$ cat src/rtl/bufmem_arbiter_pkg.sv
//------------------------------------------------------------------------------
// bufmem_arbiter_pkg : shared arbiter state encoding and default map constants
// Revision: 1.0
//------------------------------------------------------------------------------
`default_nettype none

package bufmem_arbiter_pkg;

   typedef enum logic [1:0] {
      ST_IDLE = 2'd0,
      ST_HOST = 2'd1,
      ST_CPU  = 2'd2
   } arb_state_t;

   localparam logic [15:0] DEFAULT_CPU_BASE       = 16'h0200;
   localparam int          DEFAULT_HOST_BURST_MAX = 4;

endpackage

`default_nettype wire

$ cat src/rtl/bufmem_arbiter.sv
//------------------------------------------------------------------------------
// bufmem_arbiter : two-port (host / CPU) arbiter in front of a single-port RAM
// Revision: 1.0
//------------------------------------------------------------------------------
`default_nettype none

module bufmem_arbiter
   import bufmem_arbiter_pkg::*;
#(
   parameter int          ADDR_WIDTH     = 10,
   parameter int          DATA_WIDTH     = 8,
   parameter logic [15:0] CPU_BASE       = DEFAULT_CPU_BASE,
   parameter int          HOST_BURST_MAX = DEFAULT_HOST_BURST_MAX
)(
   input  logic                  clk,
   input  logic                  reset,
   input  logic                  host_req,
   input  logic                  host_we,
   input  logic [ADDR_WIDTH-1:0] host_addr,
   input  logic [DATA_WIDTH-1:0] host_wdata,
   output logic                  host_ack,
   output logic                  host_rvalid,
   output logic [DATA_WIDTH-1:0] host_rdata,
   input  logic [15:0]           cpu_addr,
   input  logic                  cpu_we,
   input  logic [DATA_WIDTH-1:0] cpu_wdata,
   output logic                  cpu_hold,
   output logic                  cpu_rvalid,
   output logic [DATA_WIDTH-1:0] cpu_rdata,
   output logic                  ram_cs,
   output logic                  ram_we,
   output logic [ADDR_WIDTH-1:0] ram_addr,
   output logic [DATA_WIDTH-1:0] ram_wdata,
   input  logic [DATA_WIDTH-1:0] ram_rdata
);

   localparam int              CNT_W       = (HOST_BURST_MAX < 1) ? 1 : $clog2(HOST_BURST_MAX + 1);
   localparam logic [CNT_W-1:0] BURST_LIMIT = CNT_W'(HOST_BURST_MAX);

   arb_state_t             state;
   arb_state_t             state_nxt;
   logic [CNT_W-1:0]       burst_cnt;
   logic [CNT_W-1:0]       burst_nxt;
   logic                   rd_pend;
   logic                   rd_pend_nxt;
   logic                   host_grant;
   logic                   cpu_grant;
   logic                   cpu_sel;
   logic [16:0]            cpu_off;
   logic [ADDR_WIDTH-1:0]  cpu_buf_addr;

   // 17-bit difference: addresses below the base wrap into bit 16 and fall out of the window
   assign cpu_off      = {1'b0, cpu_addr} - {1'b0, CPU_BASE};
   assign cpu_sel      = (cpu_off[16:ADDR_WIDTH] == '0);
   assign cpu_buf_addr = cpu_off[ADDR_WIDTH-1:0];

   always_ff @(posedge clk or posedge reset) begin
      if (reset) begin
         state     <= ST_IDLE;
         burst_cnt <= '0;
         rd_pend   <= 1'b0;
      end else begin
         state     <= state_nxt;
         burst_cnt <= burst_nxt;
         rd_pend   <= rd_pend_nxt;
      end
   end

   always_comb begin
      host_grant  = 1'b0;
      cpu_grant   = 1'b0;
      state_nxt   = ST_IDLE;
      burst_nxt   = burst_cnt;
      rd_pend_nxt = 1'b0;
      ram_cs      = 1'b0;
      ram_we      = 1'b0;
      ram_addr    = '0;
      ram_wdata   = '0;

      if (!reset) begin
         if (host_req && !(cpu_sel && burst_cnt == BURST_LIMIT)) begin
            host_grant = 1'b1;
         end else if (cpu_sel) begin
            cpu_grant = 1'b1;
         end
      end

      if (host_grant) begin
         state_nxt   = ST_HOST;
         rd_pend_nxt = ~host_we;
         ram_cs      = 1'b1;
         ram_we      = host_we;
         ram_addr    = host_addr;
         ram_wdata   = host_wdata;
      end else if (cpu_grant) begin
         state_nxt   = ST_CPU;
         rd_pend_nxt = ~cpu_we;
         ram_cs      = 1'b1;
         ram_we      = cpu_we;
         ram_addr    = cpu_buf_addr;
         ram_wdata   = cpu_wdata;
      end

      // The host streak only counts while the CPU is actually waiting
      if (!cpu_sel || cpu_grant) begin
         burst_nxt = '0;
      end else if (host_grant && burst_cnt != BURST_LIMIT) begin
         burst_nxt = burst_cnt + 1'b1;
      end
   end

   assign host_ack    = host_grant;
   assign cpu_hold    = cpu_sel & ~cpu_grant & ~reset;

   // Last cycle's owner doubles as the read-return tag
   assign host_rvalid = rd_pend && (state == ST_HOST);
   assign cpu_rvalid  = rd_pend && (state == ST_CPU);
   assign host_rdata  = reset ? '0 : ram_rdata;
   assign cpu_rdata   = reset ? '0 : ram_rdata;

endmodule

`default_nettype wire

$ cat config.mk
export PLATFORM = sky130hd
export DESIGN_NAME = bufmem_arbiter
export DESIGN_NICKNAME = d
export VERILOG_FILES = /design/src/rtl/bufmem_arbiter_pkg.sv /design/src/rtl/bufmem_arbiter.sv
export SDC_FILE = /design/constraint.sdc
export NUM_CORES = 1
export LEC_CHECK = 0
export CORE_ASPECT_RATIO = 1.5
export CORE_UTILIZATION = 25
export DETAILED_ROUTE_END_ITERATION = 12
export HOLD_SLACK_MARGIN = 0.06
export PLACE_DENSITY = 0.84
export SLEW_MARGIN = 10
export SYNTH_ARGS = -nofsm -noshare
export SYNTH_HDL_FRONTEND = slang
export SYNTH_SLANG_ARGS = --single-unit
$ cat constraint.sdc
create_clock -name clk -period 2.5 [get_ports clk]
set_clock_uncertainty 0.1 [all_clocks]
set_input_delay 0.375 -clock clk [delete_from_list [all_inputs] [get_ports clk]]
set_output_delay 0.375 -clock clk [all_outputs]
set_load 0.02 [all_outputs]
### After elaboration in Yosys (flattened, before gate mapping)

Cells that the tools add are included.

* $add $sub $neg: 2
* equality and inequality tests: 4
* mux-type cells: 20
* bitwise logic cells: 6
* reductions and logical operators: 10

Operator list (count)
* $mux 8: 3
* $mux 10: 2
* $sub 16x10->17 const B: 1
* $mux 1: 11
* $logic_not 7->1: 1
* $mux 3: 2
* $logic_and 1x1->1: 5
* $mux 2: 2
* $not 1->1: 4
* $add 3x1->3 const B: 1
* $eq 3x3->1 const B: 1
* $ne 3x3->1 const B: 1
* $and 1x1->1: 2
* $eq 2x1->1 const B: 1
* $eq 2x2->1 const B: 1
* $logic_not 1->1: 2
* $reduce_bool 2->1: 1
* $logic_or 1x1->1: 1

* register bits: 6
* bits of input ports: 55
* output and inout port bits: 40
* word-level logic and storage cells: 45

### Logic depth before layout (Yosys ltp)

Gate-level depths: netlist (run 1).

* word-level depth: 10
* depth in mapped cells: 7
* depth with buffers taken out: 6

### Least setup slack after synthesis (run 1)

No wires, ideal clock.

* kind: input to output
* from: input port cpu_addr[9]
* to: output port ram_addr[0]
* arrival: 1.987 ns
* data required time: 2.025 ns
* slack: 0.038 ns
* stages on the path: 6
* buffers on the path: 1
* cells stage by stage: inv_1 > ha_1 > or4b_4 > o311a_1 > buf_6 > a22o_1

* elaborated cells between the ends (all ways): 12
* those cells by class: add/sub (1); mux (7); reduce/logical (4)

RTL lines
* start, declared: RTL line bufmem_arbiter.sv:24 `input logic [15:0] cpu_addr,`
* $sub 16x10->17: RTL line bufmem_arbiter.sv:53 `assign cpu_off = {1'b0, cpu_addr} - {1'b0, CPU_BASE};`
* $logic_not 7->1: RTL line bufmem_arbiter.sv:54 `assign cpu_sel = (cpu_off[16:ADDR_WIDTH] == '0);`
* $logic_and 1x1->1: RTL line bufmem_arbiter.sv:81 `if (host_req && !(cpu_sel && burst_cnt == BURST_LIMIT)) begin`
* $logic_not 1->1: RTL line bufmem_arbiter.sv:81
* $logic_and 1x1->1: RTL line bufmem_arbiter.sv:81
* $mux 1: RTL line bufmem_arbiter.sv:81
* $mux 1: RTL line bufmem_arbiter.sv:80 `if (!reset) begin`
* net host_ack: RTL line bufmem_arbiter.sv:21 `output logic host_ack,`
* $mux 10: RTL line bufmem_arbiter.sv:88 `if (host_grant) begin`
* end, declared: RTL line bufmem_arbiter.sv:32 `output logic [ADDR_WIDTH-1:0] ram_addr,`

The timed path passes the listed nets, and every way through them passes these cells.

### Final worst setup path (run 1)

* from: input port cpu_addr[9]
* to: output port ram_addr[7]

* word-level cells in the longest chain between the ends: 9
* elaborated cells between the ends (all ways): 12
* those cells by class: add/sub (1); mux (7); reduce/logical (4)

Ends and longest elaborated chain
* $sub 16x10->17 (*): RTL line bufmem_arbiter.sv:53
* $logic_not 7->1 (*): RTL line bufmem_arbiter.sv:54
* $logic_and 1x1->1: RTL line bufmem_arbiter.sv:81
* $logic_not 1->1: RTL line bufmem_arbiter.sv:81
* $logic_and 1x1->1: RTL line bufmem_arbiter.sv:81
* $mux 1: RTL line bufmem_arbiter.sv:81
* $mux 1: RTL line bufmem_arbiter.sv:80
* $mux 10: RTL line bufmem_arbiter.sv:95 `end else if (cpu_grant) begin`
* $mux 10 (*): RTL line bufmem_arbiter.sv:88

Mark *: on every way between the ends. The rest lies on a longest branch, timed or not.

==> impl_metrics.csv, run 1 <==
group,metric,value,unit
detailed_routing,drc,0,
cells_and_area,drive_gt1_frac,0.306,
detailed_routing,vias,1087,
logic_synthesis,synth_area,707,um2
floorplanning,core_area,2680,um2
placed_design,portBuffers,94,
logic_synthesis,yosysSeqAreaShare,0.212,
global_routing,gr-total-overflow,0,
setup_path,cp_max_fo,11,
power,power_density,273,nW/um2
placed_design,gp_congestion,0.817,
timing,hold_viol,0,
clocking,htreeDepth,1,
clocking,cts_max_path_buffers,2,
floorplanning,io-pin-count,95,
global_routing,antenna_found_initial,0,
logic_synthesis,synthArstFlopShare,1.00,
floorplanning,initial_core_util,0.264,
setup_path,worstReg2RegStart,"burst_cnt[0]",
cells_and_area,area_growth,164,%
setup_path,reg2reg_to,"rd_pend",
cells_and_area,nFillCells,201,
detailed_routing,drt-vias-per-instance,4.87,
setup_path,startpoint_type,"input pin",
global_routing,use_met3,0.0515,
global_routing,grt_max_degree,15,
floorplanning,dieWidth,45.4,um
logic_synthesis,yosys_register_bits,6,
logic_synthesis,syn_nets,143,
floorplanning,placementRows,23,
clocking,clock_sinks,6,
logic_synthesis,yosys-top-cells-count,"a22o_1, buf_4, inv_1, nor2b_1, dfrtp_1",
setup_path,rr_worst_depth,8,
timing,max_freq,0.387,GHz
setup_path,worstSetupEndpointType,"primary output",
hold_path,min_path_type,"flip-flop to flip-flop",
clocking,tritoncts,"built",
detailed_routing,drt-total-wl,3.44,mm
detailed_routing,drt-wirelength-per-cell,15.4,um
setup_path,critPathArrivalTime,2110,ps
logic_synthesis,synth_cell_type_count,24,
hold_path,worstHoldStart,"burst_cnt[1]",
setup_path,critPathKind,"input pin to primary output",
hold_path,holdPathEnd,"burst_cnt[1]",
timing,rsz0062_at_grt,"true",
power,vdd_drop_max,211,uV
power,leakagePower,0.823,nW
hold_path,holdPathStages,2,
timing,min_period_over_period,1.03,
timing,drv_slew,0,
floorplanning,die_area,3050,um2
timing,setup_viol_count_final,19,
global_routing,grt.met2_usage,0.454,
setup_path,worstPathRequired,2030,ps
run_status,run_status,"finished with violations",
timing,fin_tns_setup,-951,ps
timing,fin_crit,2580,ps
timing,finalWorstSetupSlack,-81.7,ps
global_routing,grt_pass1_wl,4.68,mm
detailed_routing,dr.pass1.iters,4,
clocking,cts_made_buffers,3,
detailed_routing,ant_nets,0,
logic_synthesis,synthCells,85,
logic_synthesis,syn_area_per_cell,8.32,um2
logic_synthesis,yosys.area.top_type,"a22o_1",
floorplanning,die_h,67.1,um
global_routing,top_usage_layer,"met2",
logic_synthesis,yosysWarnings,0,
global_routing,grt_pass1_vias,1066,
logic_synthesis,ys_top_cells_by_area,"a22o_1, dfrtp_1, buf_4, nor2b_1, ha_1",
logic_synthesis,yosysMostFrequentCell,"a22o_1",
power,power.total,0.511,mW
logic_synthesis,synthFlopType,"dfrtp_1",
run_status,violations,"negative setup slack",
cells_and_area,antenna_cells,0,
setup_path,reg2reg_slack,630,ps
clocking,worstSkewPairLatency,230,ps
detailed_routing,drt_iter0_drc,6,
logic_synthesis,synth_edf_count,0,
placed_design,hpwl,2.59,mm
run,cap_viol_max_count,0,
cells_and_area,final_nets,246,
timing,relSlewSlack,0.756,
global_routing,globalRouteTotalUtil,0.215,
timing,tightest_slew,364,ps
logic_synthesis,synth_top_cell_area_share,0.248,
clocking,path_clk_slew,40,ps
global_routing,grt_util_met1,0.186,
clocking,root_buffer,"clkbuf_8",
## how the worst max path moves through the flow
stage | depth (start not counted) | endpoint | start
finish | 7 | ram_addr[7] | cpu_addr[9]
global route | 8 | ram_wdata[2] | cpu_addr[9]
CTS | 8 | ram_wdata[2] | cpu_addr[9]
detailed placement | 8 | ram_we | cpu_addr[9]
global placement | 8 | ram_wdata[6] | cpu_addr[9]
floorplan | 6 | ram_addr[0] | cpu_addr[9]
## state kept, by name, indices dropped and copies added, names as in the netlist
name       flops
state          2
rd_pend        1
burst_cnt      3
## metrics by stage
step                      hold slack, ps  instance area [um2]  utilization  setup WS (ps)  instances
after floorplan                     90.3                  707            -           37.8         85
after global placement               428                 1720        0.641           -951        216
after global routing                 482                 1870        0.698           -111        223
after detailed placement             465                 1720        0.641           -992        216
after CTS                            469                 1830        0.685          -50.9        223
final                                464                 1870        0.698          -81.7        223
## layout make-up
type	count	area [um2]	share of cell area
inverter	8	35.0	0.0187
multi-input combinational	59	522	0.279
tap	37	46.3	0.0248
timing repair buffer	110	1070	0.575
clock buffer	3	41.3	0.0221
sequential	6	150	0.0803
## critical path: stages
cell,delay (ps)
buf_8,80
inv_4,30
ha_4,240
or4b_4,500
o311a_4,450
a22o_4,290
buf_6,130
## kinds of logic after synthesis
| group | share of synthesized area |
|---|---|
| flip-flops | 0.212 |
| AO/OA/AOI/OAI | 0.335 |
| AND/OR/NAND/NOR | 0.221 |
| buffers and inverters | 0.179 |
| adder cells (fa/ha/maj) | 0.0531 |
## metal layers
metal,up-vias,wire [um],share of wire
li1,512,-,-
met1,501,1030,0.30
met2,70,2090,0.61
met3,4,253,0.074
met4,0,65,0.019
met5,-,0,0
## cells in the final DEF, fill, tap and decap left out, types with 5 or more instances in the layout
| cell | n |
|---|---|
| clkdlybuf4s50_1 | 65 |
| inv_1 | 6 |
| dfrtp_1 | 6 |
| a22o_1 | 19 |
| buf_4 | 14 |
| a21oi_1 | 5 |
| nor2b_1 | 8 |
| buf_6 | 21 |
| dlygate4sd2_1 | 6 |
## timing repair
action	CTS	global route
pin swaps	7	3
endpoints found under the setup margin	22	20
setup buffers	2	0
gates cloned	3	0
hold buffers	0	0
gates resized for setup	147	11
## report_power, final
| part | internal [mW] | switching (mW) |
|---|---|---|
| clock network | 0.104 | 0.0442 |
| logic | 0.157 | 0.106 |
| registers | 0.0993 | 0.000724 |
| total | 0.360 | 0.151 |
No activity file was read; power rests on OpenSTA's default activity.
==> run 2, diff against run 1 <==
==> constraint.sdc (replaced) <==
create_clock -name clk -period 2.7 [get_ports clk]
set_clock_uncertainty 0.1 [all_clocks]
set_input_delay 0.405 -clock clk [delete_from_list [all_inputs] [get_ports clk]]
set_output_delay 0.405 -clock clk [all_outputs]
set_load 0.02 [all_outputs]
==> impl_metrics.csv, run 2 (synthesis gave the netlist of run 1 again) <==
group,metric,value,unit
timing,relSlewSlack,0.766,
power,p_comb_frac,0.492,
setup_path,critPathKind,"input pin to primary output",
timing,rsz0062_at_grt,"false",
cells_and_area,nFillCells,231,
detailed_routing,dr.pass1.iters,4,
detailed_routing,vias,1087,
clocking,cts_made_buffers,3,
power,p_seq_frac,0.207,
power,p_sw,0.129,mW
floorplanning,placementRows,23,
timing,min_period_over_period,0.976,
placed_design,portBuffers,94,
clocking,cts_max_path_buffers,2,
global_routing,grt_pass1_vias,1157,
placed_design,gp_congestion,0.799,
cells_and_area,layout_common_cells,"clkdlybuf4s50_1, buf_4, a22o_1",
power,p_clk_frac,0.301,
timing,fin_tns_setup,0,ps
clocking,htreeDepth,1,
power,intPower,0.318,mW
timing,holdWs,442,ps
floorplanning,die_area,3050,um2
clocking,worstSkewPairLatency,220,ps
timing,finalWorstSetupSlack,65.6,ps
cells_and_area,drive_gt1_frac,0.272,
timing,setup_viol_count_final,0,
floorplanning,die_h,67.1,um
timing,fin_crit,2630,ps
setup_path,worstSetupEndpointType,"primary output",
cells_and_area,largest_register_ffs,3,
cells_and_area,final_core_util,0.643,
clocking,clock_sinks,6,
floorplanning,io-pin-count,95,
cells_and_area,design_area,1720,um2
timing,max_freq,0.380,GHz
power,leakagePower,0.783,nW
timing,hold_viol,0,
global_routing,grt_max_degree,15,
global_routing,gr-total-overflow,0,
run,cap_viol_max_count,0,
cells_and_area,final_common_cell,"clkdlybuf4s50_1",
power,power_density,259,nW/um2
placed_design,preCtsSetupSlack,-871,ps
placed_design,hpwl,2.59,mm
cells_and_area,antenna_cells,0,
cells_and_area,finalNonFillerCells,221,
cells_and_area,reg_top3,"burst_cnt (3), state (2), rd_pend (1)",
clocking,root_buffer,"clkbuf_8",
floorplanning,initial_core_util,0.264,
floorplanning,core_area,2680,um2
global_routing,grt_pass1_wl,4.87,mm
setup_path,startpoint_type,"input pin",
detailed_routing,drt_iter0_drc,14,
clocking,tritoncts,"built",
global_routing,globalRouteTotalUtil,0.219,
placed_design,placed_area,1720,um2
detailed_routing,drt-wirelength-per-cell,14.5,um
global_routing,antenna_found_initial,0,
hold_path,min_path_type,"flip-flop to flip-flop",
run_status,run_status,"completed",
power,vdd_drop_max,196,uV
cells_and_area,largest-register,"burst_cnt",
detailed_routing,drt-total-wl,3.20,mm
power,power.total,0.447,mW
cells_and_area,area_growth,144,%
setup_path,worstPathRequired,2190,ps
detailed_routing,drc,0,
cells_and_area,final_nets,244,
clocking,path_clk_slew,40,ps
setup_path,critPathArrivalTime,2130,ps
detailed_routing,drt-vias-per-instance,4.92,
timing,tightest_slew,349,ps
placed_design,dp.cells,216,
detailed_routing,ant_nets,0,
power,switching_share,0.289,
setup_path,cp_max_fo,11,
floorplanning,dieWidth,45.4,um
timing,drv_slew,0,
-- run 2: cell types whose count changed in the layout (fill, tap and decap cells not counted), sizes merged --
cell,before,now
buf,39,36
clkbuf,3,4
clkdlybuf4s50,65,67
dlygate4sd2,6,4
-- run 2: worst max-delay path: stages --
cell and delay [ps]:
buf_2 100, inv_1 40, ha_1 250, or4b_4 510, o311a_4 390, a22o_1 260
buf_4 160
-- run 2: per-layer routing --
| metal | vias up | part of all wire | global-route usage |
|---|---|---|---|
| met4 | 0 | 0.034 | 0.0909 |
| met5 | - | 0 | 0 |
| met1 | 492 | 0.30 | 0.199 |
| li1 | 507 | - | - |
| met3 | 12 | 0.076 | 0.0379 |
| met2 | 76 | 0.59 | 0.439 |
-- run 2: what timing repair did --
| item | 4_1_cts | 5_1_grt |
|---|---|---|
| gates resized for setup | 117 | 3 |
| endpoints found under the hold margin | 0 | 0 |
| pin swaps | 4 | 1 |
| hold buffers | 0 | 0 |
| endpoints found under the setup margin | 22 | 20 |
| cloned | 3 | 0 |
| buffers inserted | 1 | 0 |
-- run 2: final cells by class --
type / instances / area (um2) / share of cell area
Tap cell: 37 / 46.3 / 0.0269
Timing Repair Buffer: 108 / 961 / 0.558
Sequential cell: 6 / 150 / 0.0872
Inverter: 8 / 30.0 / 0.0174
Clock buffer: 3 / 41.3 / 0.0240
Multi-Input combinational cell: 59 / 493 / 0.286
-- run 2: final timing paths --
kind	start	endpoint	slack, ps	cells past startpoint
setup / recovery	cpu_addr[10]	ram_addr[3]	70	7
hold / removal	burst_cnt[1]	burst_cnt[1]	440	2
setup reg to reg	burst_cnt[0]	rd_pend	820	8
hold reg to reg	burst_cnt[1]	burst_cnt[1]	440	2
max in group asynchronous	reset	burst_cnt[2]	1790	3
min in group asynchronous	reset	burst_cnt[1]	580	3
-- run 2: power groups by stage --
| stage | clock network (mW) | logic, mW | registers, mW |
|---|---|---|---|
| floorplan | 0 | 0.0845 | 0.0935 |
| global placement | 0 | 0.222 | 0.0936 |
| detailed placement | 0 | 0.227 | 0.0938 |
| CTS | 0.139 | 0.221 | 0.0927 |
| global route | 0.144 | 0.233 | 0.0928 |
| finish | 0.134 | 0.220 | 0.0927 |
==> run 3, diff against run 2 <==
--- a/config.mk
+++ b/config.mk
@@ -10,6 +10,7 @@
 export DETAILED_ROUTE_END_ITERATION = 12
 export HOLD_SLACK_MARGIN = 0.06
 export PLACE_DENSITY = 0.84
+export RECOVER_POWER = 100
 export SLEW_MARGIN = 10
 export SYNTH_ARGS = -nofsm -noshare
 export SYNTH_HDL_FRONTEND = slang
==> impl_metrics.csv, run 3 (synthesis gave the netlist of run 1 again) <==
group,metric,value,unit
power,leakagePower,0.800,nW
clocking,cts_max_path_buffers,2,
global_routing,gr-total-overflow,0,
power,vdd_drop_max,195,uV
setup_path,worstSetupEndpointType,"primary output",
hold_path,worstHoldStart,"burst_cnt[1]",
timing,finalWorstSetupSlack,61.1,ps
global_routing,antenna_found_initial,0,
hold_path,min_path_type,"flip-flop to flip-flop",
clocking,clock_sinks,6,
global_routing,grt_pass1_wl,4.87,mm
placed_design,gp_congestion,0.799,
power,power_density,259,nW/um2
cells_and_area,final_common_cell,"clkdlybuf4s50_1",
timing,min_period_over_period,0.977,
global_routing,grt_pass1_vias,1157,
timing,drv_slew,0,
cells_and_area,antenna_cells,0,
setup_path,cp_max_fo,11,
setup_path,startpoint_type,"input pin",
cells_and_area,final_nets,244,
floorplanning,io-pin-count,95,
timing,max_freq,0.379,GHz
timing,rsz0062_at_grt,"false",
timing,tightest_slew,420,ps
detailed_routing,ant_nets,0,
global_routing,globalRouteTotalUtil,0.219,
setup_path,rr_worst_depth,8,
clocking,tritoncts,"built",
run,cap_viol_max_count,0,
cells_and_area,drive_gt1_frac,0.255,
power,power.total,0.438,mW
timing,fin_crit,2640,ps
detailed_routing,drt_iter0_drc,13,
floorplanning,dieWidth,45.4,um
cells_and_area,reg_top3,"burst_cnt (3), state (2), rd_pend (1)",
cells_and_area,nFillCells,237,
cells_and_area,layout_common_cells,"clkdlybuf4s50_1, a22o_1, dlygate4sd3_1",
timing,setup_viol_count_final,0,
setup_path,worstPathRequired,2190,ps
cells_and_area,area_growth,140,%
timing,hold_viol,0,
hold_path,holdPathEnd,"burst_cnt[1]",
setup_path,critPathKind,"input pin to primary output",
floorplanning,initial_core_util,0.264,
floorplanning,die_area,3050,um2
placed_design,portBuffers,94,
global_routing,grt_max_degree,15,
run_status,run_status,"completed",
setup_path,reg2reg_to,"rd_pend",
floorplanning,die_h,67.1,um
placed_design,preCtsSetupSlack,-871,ps
clocking,htreeDepth,1,
setup_path,reg2reg_slack,810,ps
timing,relSlewSlack,0.720,
cells_and_area,largest-register,"burst_cnt",
hold_path,holdPathStages,2,
detailed_routing,dr.pass1.iters,4,
setup_path,worstReg2RegStart,"burst_cnt[0]",
detailed_routing,drt-total-wl,3.21,mm
detailed_routing,drt-wirelength-per-cell,14.5,um
clocking,path_clk_slew,40,ps
clocking,hold_buffers,0,
floorplanning,placementRows,23,
clocking,root_buffer,"clkbuf_8",
setup_path,critPathArrivalTime,2130,ps
detailed_routing,vias,1095,
detailed_routing,drt-vias-per-instance,4.95,
clocking,worstSkewPairLatency,220,ps
floorplanning,core_area,2680,um2
clocking,cts_made_buffers,3,
detailed_routing,drc,0,
cells_and_area,largest_register_ffs,3,
placed_design,hpwl,2.59,mm
run 3: cell count changes in the layout (fill, tap and decap cells not counted):
cell,previous run,this run
clkdlybuf4s50_1,67,50
buf_6,2,1
clkbuf_2,1,8
dlygate4sd3_1,0,17
buf_4,23,16
buf_2,11,9
clkbuf_1,0,3
run 3: how the worst max path moves through the flow:
stage                       from      endpoint
finish              cpu_addr[10]   ram_addr[3]
global route        cpu_addr[10]   ram_addr[2]
CTS                 cpu_addr[10]   ram_addr[4]
detailed placement   cpu_addr[9]   ram_addr[3]
global placement     cpu_addr[9]  ram_wdata[6]
floorplan            cpu_addr[9]   ram_addr[0]
run 3: worst max-delay path, cell delays in order:
cell and delay (ps):
buf_2 100, inv_1 40, ha_1 250, or4b_4 510
o311a_4 400, a22o_1 260, buf_4 160
run 3: per-layer routing:
metal / GRT usage / up-vias / routed length, um
li1: - / 507 / -
met1: 0.199 / 493 / 932
met2: 0.439 / 83 / 1900
met3: 0.0379 / 12 / 270
met4: 0.0909 / 0 / 108
met5: 0 / - / 0
run 3: repair_timing:
| item | in CTS | in global routing |
|---|---|---|
| cloned | 3 | 0 |
| pin swaps | 4 | 1 |
| buffers inserted | 1 | 0 |
| resized for setup | 117 | 3 |
| setup endpoints to repair | 22 | 20 |
run 3: layout make-up:
cell class                 count  area, um2  share of cell area
multi-input combinational     59        493               0.291
clock buffer                   3       41.3              0.0244
tap                           37       46.3              0.0273
inverter                       8       30.0              0.0177
timing repair buffer         108        933               0.551
sequential                     6        150              0.0886
run 3: report_power, final:
part / switching [mW] / total (mW) / internal, mW
Combinational: 0.0895 / 0.212 / 0.122
Clock: 0.0385 / 0.134 / 0.0958
Sequential: 0.000703 / 0.0927 / 0.0919
Total: 0.129 / 0.438 / 0.310
run 3: metrics by stage:
step                cells  cell area (um2)  hold slack (ps)   util  setup TNS [ps]
finish                221             1690              449  0.633               0
global route          221             1690              485  0.633               0
CTS                   221             1720              445  0.644               0
detailed placement    216             1720              440  0.641          -17850
global placement      216             1720              429  0.641          -17010
floorplan              85              707              120      -               0
